## src/rtl/param_ring_counter.sv

```systemverilog
// -----------------------------------------------------------------------------
// param_ring_counter
//
// Parametrised ring / Johnson counter used as a one-hot sequencer or phase
// generator. It steps up or down under an enable, can be parallel-loaded, and
// reports a registered sequence position plus a one-cycle wrap pulse.
//
// Parameters
//   WIDTH  number of state bits (>= 2)
//   MODE   0 = ring (WIDTH one-hot states), 1 = Johnson (2*WIDTH states)
//   IDXW   width of idx_o
//
// Ports
//   clk_i       clock, rising edge
//   rst_ni      asynchronous reset, active low
//   en_i        step enable
//   dir_i       0 = up (toward MSB), 1 = down (toward LSB)
//   load_i      synchronous parallel load, wins over en_i
//   load_val_i  value captured on load
//   dout_o      counter state
//   idx_o       position of dout_o in the sequence, 0 = home
//   wrap_o      one-cycle pulse when a step crosses the sequence end
//   err_o       one-cycle illegal-state flag (0 unless self-correction built)
//
// Build option
//   RING_SELF_CORRECT_EN  when defined, illegal load values are rejected and
//                         an illegal state is forced back to home, each with
//                         a one-cycle err_o pulse. When undefined, err_o is 0
//                         and any value circulates as loaded.
// -----------------------------------------------------------------------------
module param_ring_counter #(
    parameter int WIDTH = 4,
    parameter int MODE  = 0,
    parameter int IDXW  = $clog2(2 * WIDTH)
) (
    input  logic             clk_i,
    input  logic             rst_ni,
    input  logic             en_i,
    input  logic             dir_i,
    input  logic             load_i,
    input  logic [WIDTH-1:0] load_val_i,
    output logic [WIDTH-1:0] dout_o,
    output logic [IDXW-1:0]  idx_o,
    output logic             wrap_o,
    output logic             err_o
);

    localparam int               NSTATES  = (MODE == 0) ? WIDTH : 2 * WIDTH;
    localparam logic [IDXW-1:0]  LAST_IDX = IDXW'(NSTATES - 1);
    localparam logic [WIDTH-1:0] HOME     = (MODE == 0) ? WIDTH'(1) : '0;

    logic [WIDTH-1:0] dout_q, dout_d;
    logic [IDXW-1:0]  idx_q,  idx_d;
    logic             wrap_q, wrap_d;

    logic [WIDTH-1:0] step_dout;
    logic [IDXW-1:0]  step_idx;
    logic             step_wrap;

    // Sequence position of an arbitrary value. Ring: lowest set bit.
    // Johnson: the rising half (bit 0 set, or all zeros) counts ones; the
    // falling half sits WIDTH past the all-ones state, offset by its zeros.
    function automatic logic [IDXW-1:0] decode_idx(input logic [WIDTH-1:0] v);
        logic [IDXW-1:0] r;
        logic [IDXW-1:0] ones;
        logic [IDXW-1:0] zeros;
        r     = '0;
        ones  = '0;
        zeros = '0;
        if (MODE == 0) begin
            for (int i = WIDTH - 1; i >= 0; i--) begin
                if (v[i]) r = IDXW'(i);
            end
        end else begin
            for (int i = 0; i < WIDTH; i++) begin
                if (v[i]) ones  = ones + IDXW'(1);
                else      zeros = zeros + IDXW'(1);
            end
            if (v[0] || (v == '0)) r = ones;
            else                   r = IDXW'(WIDTH) + zeros;
        end
        return r;
    endfunction

`ifdef RING_SELF_CORRECT_EN
    logic err_q, err_d;

    // Ring: exactly one bit set. Johnson: a low-side thermometer (v+1 has no
    // overlap with v) or its complement, which together cover all 2*WIDTH
    // states including zero and all-ones.
    function automatic logic is_legal(input logic [WIDTH-1:0] v);
        logic ok;
        if (MODE == 0) begin
            ok = (v != '0) && ((v & (v - WIDTH'(1))) == '0);
        end else begin
            ok = ((v & (v + WIDTH'(1))) == '0) ||
                 ((~v & (~v + WIDTH'(1))) == '0);
        end
        return ok;
    endfunction
`endif

    // One step of the sequence in the current direction, with wrap detection
    always_comb begin
        step_dout = dout_q;
        step_idx  = idx_q;
        step_wrap = 1'b0;
        if (!dir_i) begin
            step_dout = {dout_q[WIDTH-2:0],
                         (MODE == 0) ? dout_q[WIDTH-1] : ~dout_q[WIDTH-1]};
            if (idx_q == LAST_IDX) begin
                step_idx  = '0;
                step_wrap = 1'b1;
            end else begin
                step_idx  = idx_q + IDXW'(1);
            end
        end else begin
            step_dout = {(MODE == 0) ? dout_q[0] : ~dout_q[0],
                         dout_q[WIDTH-1:1]};
            if (idx_q == '0) begin
                step_idx  = LAST_IDX;
                step_wrap = 1'b1;
            end else begin
                step_idx  = idx_q - IDXW'(1);
            end
        end
    end

    // Next-state selection: load, then (optionally) correction, then step
    always_comb begin
        dout_d = dout_q;
        idx_d  = idx_q;
        wrap_d = 1'b0;
`ifdef RING_SELF_CORRECT_EN
        err_d  = 1'b0;
        if (load_i && is_legal(load_val_i)) begin
            dout_d = load_val_i;
            idx_d  = decode_idx(load_val_i);
        end else if (!is_legal(dout_q)) begin
            dout_d = HOME;
            idx_d  = '0;
            err_d  = 1'b1;
        end else if (load_i) begin
            // illegal load value: hold state and flag it
            err_d  = 1'b1;
        end else if (en_i) begin
            dout_d = step_dout;
            idx_d  = step_idx;
            wrap_d = step_wrap;
        end
`else
        if (load_i) begin
            dout_d = load_val_i;
            idx_d  = decode_idx(load_val_i);
        end else if (en_i) begin
            dout_d = step_dout;
            idx_d  = step_idx;
            wrap_d = step_wrap;
        end
`endif
    end

    always_ff @(posedge clk_i or negedge rst_ni) begin
        if (!rst_ni) begin
            dout_q <= HOME;
            idx_q  <= '0;
            wrap_q <= 1'b0;
        end else begin
            dout_q <= dout_d;
            idx_q  <= idx_d;
            wrap_q <= wrap_d;
        end
    end

`ifdef RING_SELF_CORRECT_EN
    always_ff @(posedge clk_i or negedge rst_ni) begin
        if (!rst_ni) err_q <= 1'b0;
        else         err_q <= err_d;
    end
    assign err_o = err_q;
`else
    assign err_o = 1'b0;
`endif

    assign dout_o = dout_q;
    assign idx_o  = idx_q;
    assign wrap_o = wrap_q;

endmodule

```

## config.mk

```make
export PLATFORM = sky130hd
export DESIGN_NAME = param_ring_counter
export DESIGN_NICKNAME = d
export VERILOG_FILES = /design/src/rtl/param_ring_counter.sv
export SDC_FILE = /design/constraint.sdc
export NUM_CORES = 1
export LEC_CHECK = 0
export ABC_AREA = 1
export BUFFER_PORTS_ARGS = -buffer_cell sky130_fd_sc_hd__buf_4
export CAP_MARGIN = 20
export CORE_AREA = 2 2 39 41
export CTS_CLUSTER_DIAMETER = 50
export CTS_CLUSTER_SIZE = 14
export DETAILED_ROUTE_END_ITERATION = 10
export DIE_AREA = 0 0 41 43
export HOLD_SLACK_MARGIN = 0.12
export PLACE_DENSITY = 0.64
export SYNTH_ARGS = -nofsm -noshare
export SYNTH_HDL_FRONTEND = slang
export SYNTH_SLANG_ARGS = --single-unit
```

## constraint.sdc

```tcl
create_clock -name clk_i -period 1.63 [get_ports clk_i]
set_clock_uncertainty 0.1 [all_clocks]
set_input_delay 0.0815 -clock clk_i [delete_from_list [all_inputs] [get_ports clk_i]]
set_output_delay 0.0815 -clock clk_i [all_outputs]
set_load 0.05 [all_outputs]
```

== Yosys cells after proc, flatten, opt, wreduce, memory -nomap -nowiden ==
Cells that the tools add are included.
Storage, ports and cells
  flip-flop bits (word level): 8
  bits of input ports: 9
  output and inout port bits: 9
  word-level logic and storage cells: 25
Operators by class
  add/sub/neg operators: 2
  equality and inequality tests: 1
  mux-type cells: 17
  reductions and logical operators: 2
Operators by type and width (number)
  two-way mux 3 bit: 8
  two-way mux 4 bit: 3
  two-way mux 1 bit: 5
  adder 3 x 1 -> 3 bit, second input constant: 1
  == test 3 x 2 -> 1 bit, second input constant: 1
  logical NOT 3 bit: 1
  subtractor 3 x 1 -> 3 bit, second input constant: 1
  two-way mux 2 bit: 1
  nonzero test 2 bit: 1

== Depth between registers and ports, before layout ==
  word-level depth: 5
  mapped depth: 8
  depth with buffers taken out: 8

== Least setup slack after synthesis ==
OpenSTA, ideal clock, no wires.
  kind: reg2reg
  start point: register idx_q[0], in the netlist idx_o[0]
  end point: register idx_q[1], in the netlist idx_o[1]
  setup time: 78 ps
  data arrival time: 1407 ps
  required time: 1452 ps
  setup slack: 45 ps
  stages on the path, launching flop included: 8
  path buffers: 0
  period minus slack after synthesis: 1585 ps
  cell sequence: dfrtp_1 > inv_1 > ha_1 > nand2_1 > nand2_1 > nand2_1 > nand2_1 > a21oi_1
On the way
  longest elaborated chain between the ends: 5
  elaborated cells on any way between the ends: 9
  classes of those cells: add/sub: 2; eq/ne: 1; mux: 5; reduce/logical: 1
Ends and longest elaborated chain
  start, declared: RTL line 53  | logic [IDXW-1:0] idx_q, idx_d;
  start signal, assigned: RTL line 170  | idx_q <= idx_d;
  adder 3 x 1 -> 3 bit (tied with other cells): RTL line 115  | step_idx = idx_q + IDXW'(1);
  two-way mux 3 bit (on tied branches): RTL line 111, 120
  two-way mux 3 bit *: RTL line 108  | if (!dir_i) begin
  two-way mux 3 bit *: RTL line 155  | end else if (en_i) begin
  two-way mux 3 bit *: RTL line 152  | if (load_i) begin
Every way passes the cells marked *; elsewhere a longest branch is shown, timed or not. The select of a mux whose other input is x is not followed.
A chain may end at the register's enable or synchronous reset.

== Worst setup path in the final report ==
  start point: input port load_i
  end point: register dout_q[2], in the netlist dout_o[2]
On the way
  longest elaborated chain between the ends: 1
  elaborated cells on any way between the ends: 2
  classes of those cells: mux: 1; reduce/logical: 1
Ends and longest elaborated chain
  start, declared: RTL line 40  | input logic load_i,
  two-way mux 4 bit or nonzero test 2 bit (tied branches)
  end signal, assigned: RTL line 169  | dout_q <= dout_d;
  end, declared: RTL line 52  | logic [WIDTH-1:0] dout_q, dout_d;
Several ways; a longest one is shown, not always the timed one.

==> impl_metrics.toml <==
[setup_path]
endpoint_kind = "flop"
endpoint = "dout_o[2]$_DFFE_PN0P_"
crit-reg2reg-launch = "idx_o[0]$_DFFE_PN0P_"
rrSetupSlack_ns = 0.31
critical_path_arrival_ns = 1.52
worst-r2r-cell-count = 7
category_of_the_critical_setup_timing_path = "in2reg"
cpPeakStageDelay_ns = 0.55
timing.rr.end = "idx_o[2]$_DFFE_PN0P_"
slowest_stage = "sky130_fd_sc_hd__dlygate4sd3_1"
crit_chain = "dlygate4sd3_1 -> buf_4 -> nand2_1 -> dlygate4sd3_1 -> o221ai_1"
startpoint = "load_i"
setup.worst_path.start_class = "input port"
critical-path-top-cell-by-count = "sky130_fd_sc_hd__dlygate4sd3_1"
path_max_fanout = 8
worstPathRequired_ns = 1.65

[die]
placementRows = 14
io_pins = 18
start_util_pct = 40.78
fp.dieW_um = 41
dieArea_um2 = 1763
die_h_um = 43
coreArea_um2 = 1384

[detailed_routing]
routed_wirelength_um = 1329
wl_per_cell_um = 11.17
vias = 566
first_iter_violations = 7
firstDrtPassIters = 4
route.detailed.drc = 0
antenna_nets_post_route = 0
drt-vias-per-instance = 4.756

[clock_network]
holdBufCountCts = 10
cts_setup_buffers = 0
clk_root_buffer_cell = "sky130_fd_sc_hd__clkbuf_4"
cts_tree = "done"
ctsHtreeMaxLevel = 1
cts.path.max_buffers = 2
post_cts.resized_instances = 0
clock_latency_ns = 0.26
cts_inserted_buffers = 3
clkTransAtPathRegs_ns = 0.05
cts.sink_count = 8

[job]
max_cap_viol_count = 0

[power]
power_density_nw_per_um2 = 913.6
share_clk_of_total_power_pct = 23.6
net-switching-power_mw = 0.3032
power_switching_share_pct = 41.25
p_int_mw = 0.4318
comb_power_share_pct = 42.7
power.static_leakage_nw = 0.4151
part_of_the_total_power_dissipated_in_sequential_elements_pct = 33.7
max-vdd-ir-drop_uv = 495.2

[timing]
timing.final.ws_setup_ns = 0.1324
final-setup-viol-count = 0
setup_total_negative_slack_ns = 0
grt_setup_unrepaired = "false"
clock.fmax_ghz = 0.6677
post-route-min-period_ns = 1.498
timing.final.max_slew_violations = 0
timing.final.hold_violations = 0
layout_worst_path_cycle_share_pct = 91.88

[placement]
dp_hpwl_um = 977.3
port_buffers = 16
gp_congestion = 0.8514
place_ws_ns = 0.3351
placed_cell_area_um2 = 678.2

[global_routing]
overflow = 0
grt_antenna_before_repair = 0
grt.total_usage_pct = 18.59
first_pass_grt_wire_length_um = 2201
grt_pass1_vias = 515
pin_count_of_the_biggest_net_entering_global_routing = 13

[synthesis]
synth_xor_xnor_area_share_pct = 0
synth_adder_area_share_pct = 6.652
synth_area_per_cell_um2 = 7.425
post_synth_mux_area_share_pct = 0
yosys.cell_types.count = 19
synth.cell_area_um2 = 564.3
synth_seq_area_share_pct = 35.70
synth_seq_cells = 8
synth_compound_area_share_pct = 21.06
ys.warnings.count = 0
postSynthNetCount = 88
synthCells = 76
yosys.area_share.simple_pct = 23.28
largest_family_of_logic_cells_by_synthesized_area = "simple AND/OR/NAND/NOR gates"

[layout]
mostFrequentLayoutCell = "sky130_fd_sc_hd__nand2_1"
regArea_um2 = 201.4
n_fill_cell = 126
fin_area_um2 = 804.5
multiInputGateArea_um2 = 291.5
drive_above_1_share_pct = 26.21
mostFrequentLayoutCells = "22 x sky130_fd_sc_hd__nand2_1, 16 x sky130_fd_sc_hd__buf_4, 10 x sky130_fd_sc_hd__dlygate4sd3_1, 8 x sky130_fd_sc_hd__inv_1"
syn_to_final_growth_pct = 42.57
final_net_count = 116
insertedDiodeCount = 0

[min_path]
timing.hold.worst.class = "in2async"

[run_status]
result_of_the_run = "complete, no violations"
[registers in the layout, indices dropped and copies added, names as in the netlist]
name,flops
dout_o,4
wrap_o,1
idx_o,3
[through the flow]
step	power, mW	hold WS [ns]	cells	utilization [%]
global placement	0.5440	-0.1919	105	49.01
global route	0.7882	0.2212	119	58.14
CTS	0.7384	0.2078	119	58.14
finish	0.7350	0.2052	119	58.14
floorplan	0.4640	-0.3141	76	-
detailed placement	0.5470	-0.1916	105	49.01
[critical path: cells and delay by family]
| family | cells | cell delay (ns) |
|---|---|---|
| AND/OR/NAND/NOR | 1 | 0.08 |
| AO/OA/AOI/OAI | 1 | 0.10 |
| buffers and inverters | 3 | 1.26 |
[how the worst min path moves through the flow]
stage / end / startpoint
after floorplan: dout_o[1]$_DFFE_PN0P_ / rst_ni
after global placement: dout_o[3]$_DFFE_PN0P_ / rst_ni
after detailed placement: dout_o[1]$_DFFE_PN0P_ / rst_ni
after CTS: dout_o[0]$_DFFE_PN1P_ / rst_ni
after global routing: dout_o[0]$_DFFE_PN1P_ / rst_ni
final: dout_o[0]$_DFFE_PN1P_ / rst_ni
[power groups by stage]
stage          Combinational [mW]  Clock, mW  Sequential, mW
2_1_floorplan               0.129          0           0.335
3_3_place_gp                0.293          0           0.250
3_5_place_dp                0.295          0           0.252
4_1_cts                     0.316      0.175           0.248
5_1_grt                     0.349      0.187           0.252
6_report                    0.314      0.173           0.248
[area by class of cell]
type / instances / share of cell area [%]
multi-input cells: 53 / 36.24
repair buffers: 26 / 27.37
well taps: 16 / 2.488
inverters: 12 / 5.599
clock buffers: 4 / 3.266
flip-flops and latches: 8 / 25.04
[per-layer routing]
metal  track usage (%)  share of wire, %
met5                 0                 0
met4             10.00               2.3
met3             3.141               6.2
met2             25.00                45
met1             27.21                46
[synth_stat cells]
| library cell | instances | share of area, % |
|---|---|---|
| sky130_fd_sc_hd__nand2_1 | 22 | 15 |
| sky130_fd_sc_hd__ha_1 | 3 | 6.7 |
| sky130_fd_sc_hd__nor2_1 | 5 | 3.3 |
| sky130_fd_sc_hd__dfstp_2 | 1 | 4.7 |
| sky130_fd_sc_hd__inv_2 | 4 | 2.7 |
| sky130_fd_sc_hd__o21bai_1 | 1 | 1.3 |
| sky130_fd_sc_hd__nor2_8 | 1 | 3.5 |
| sky130_fd_sc_hd__a211oi_2 | 1 | 2.2 |
| sky130_fd_sc_hd__inv_1 | 8 | 5.3 |
| sky130_fd_sc_hd__buf_6 | 1 | 2.0 |
| sky130_fd_sc_hd__o221ai_1 | 2 | 3.1 |
| sky130_fd_sc_hd__a21oi_1 | 6 | 5.3 |
| sky130_fd_sc_hd__o21ai_2 | 1 | 1.6 |
| sky130_fd_sc_hd__buf_4 | 2 | 2.7 |
| sky130_fd_sc_hd__dfrtp_1 | 7 | 31 |
| sky130_fd_sc_hd__o21ai_0 | 7 | 6.2 |
| sky130_fd_sc_hd__conb_1 | 1 | 0.66 |
| sky130_fd_sc_hd__o211ai_1 | 1 | 1.3 |
| sky130_fd_sc_hd__nand3_1 | 2 | 1.8 |
[cell families (layout without fill, tap and decap cells)]
group | after synthesis | count (layout)
flip-flops | 8 | 8
other | 1 | 1
buffers and inverters | 15 | 42
adder cells (fa/ha/maj) | 3 | 3
AO/OA/AOI/OAI | 19 | 19
AND/OR/NAND/NOR | 30 | 30
Power figures use the tool's default switching activity.
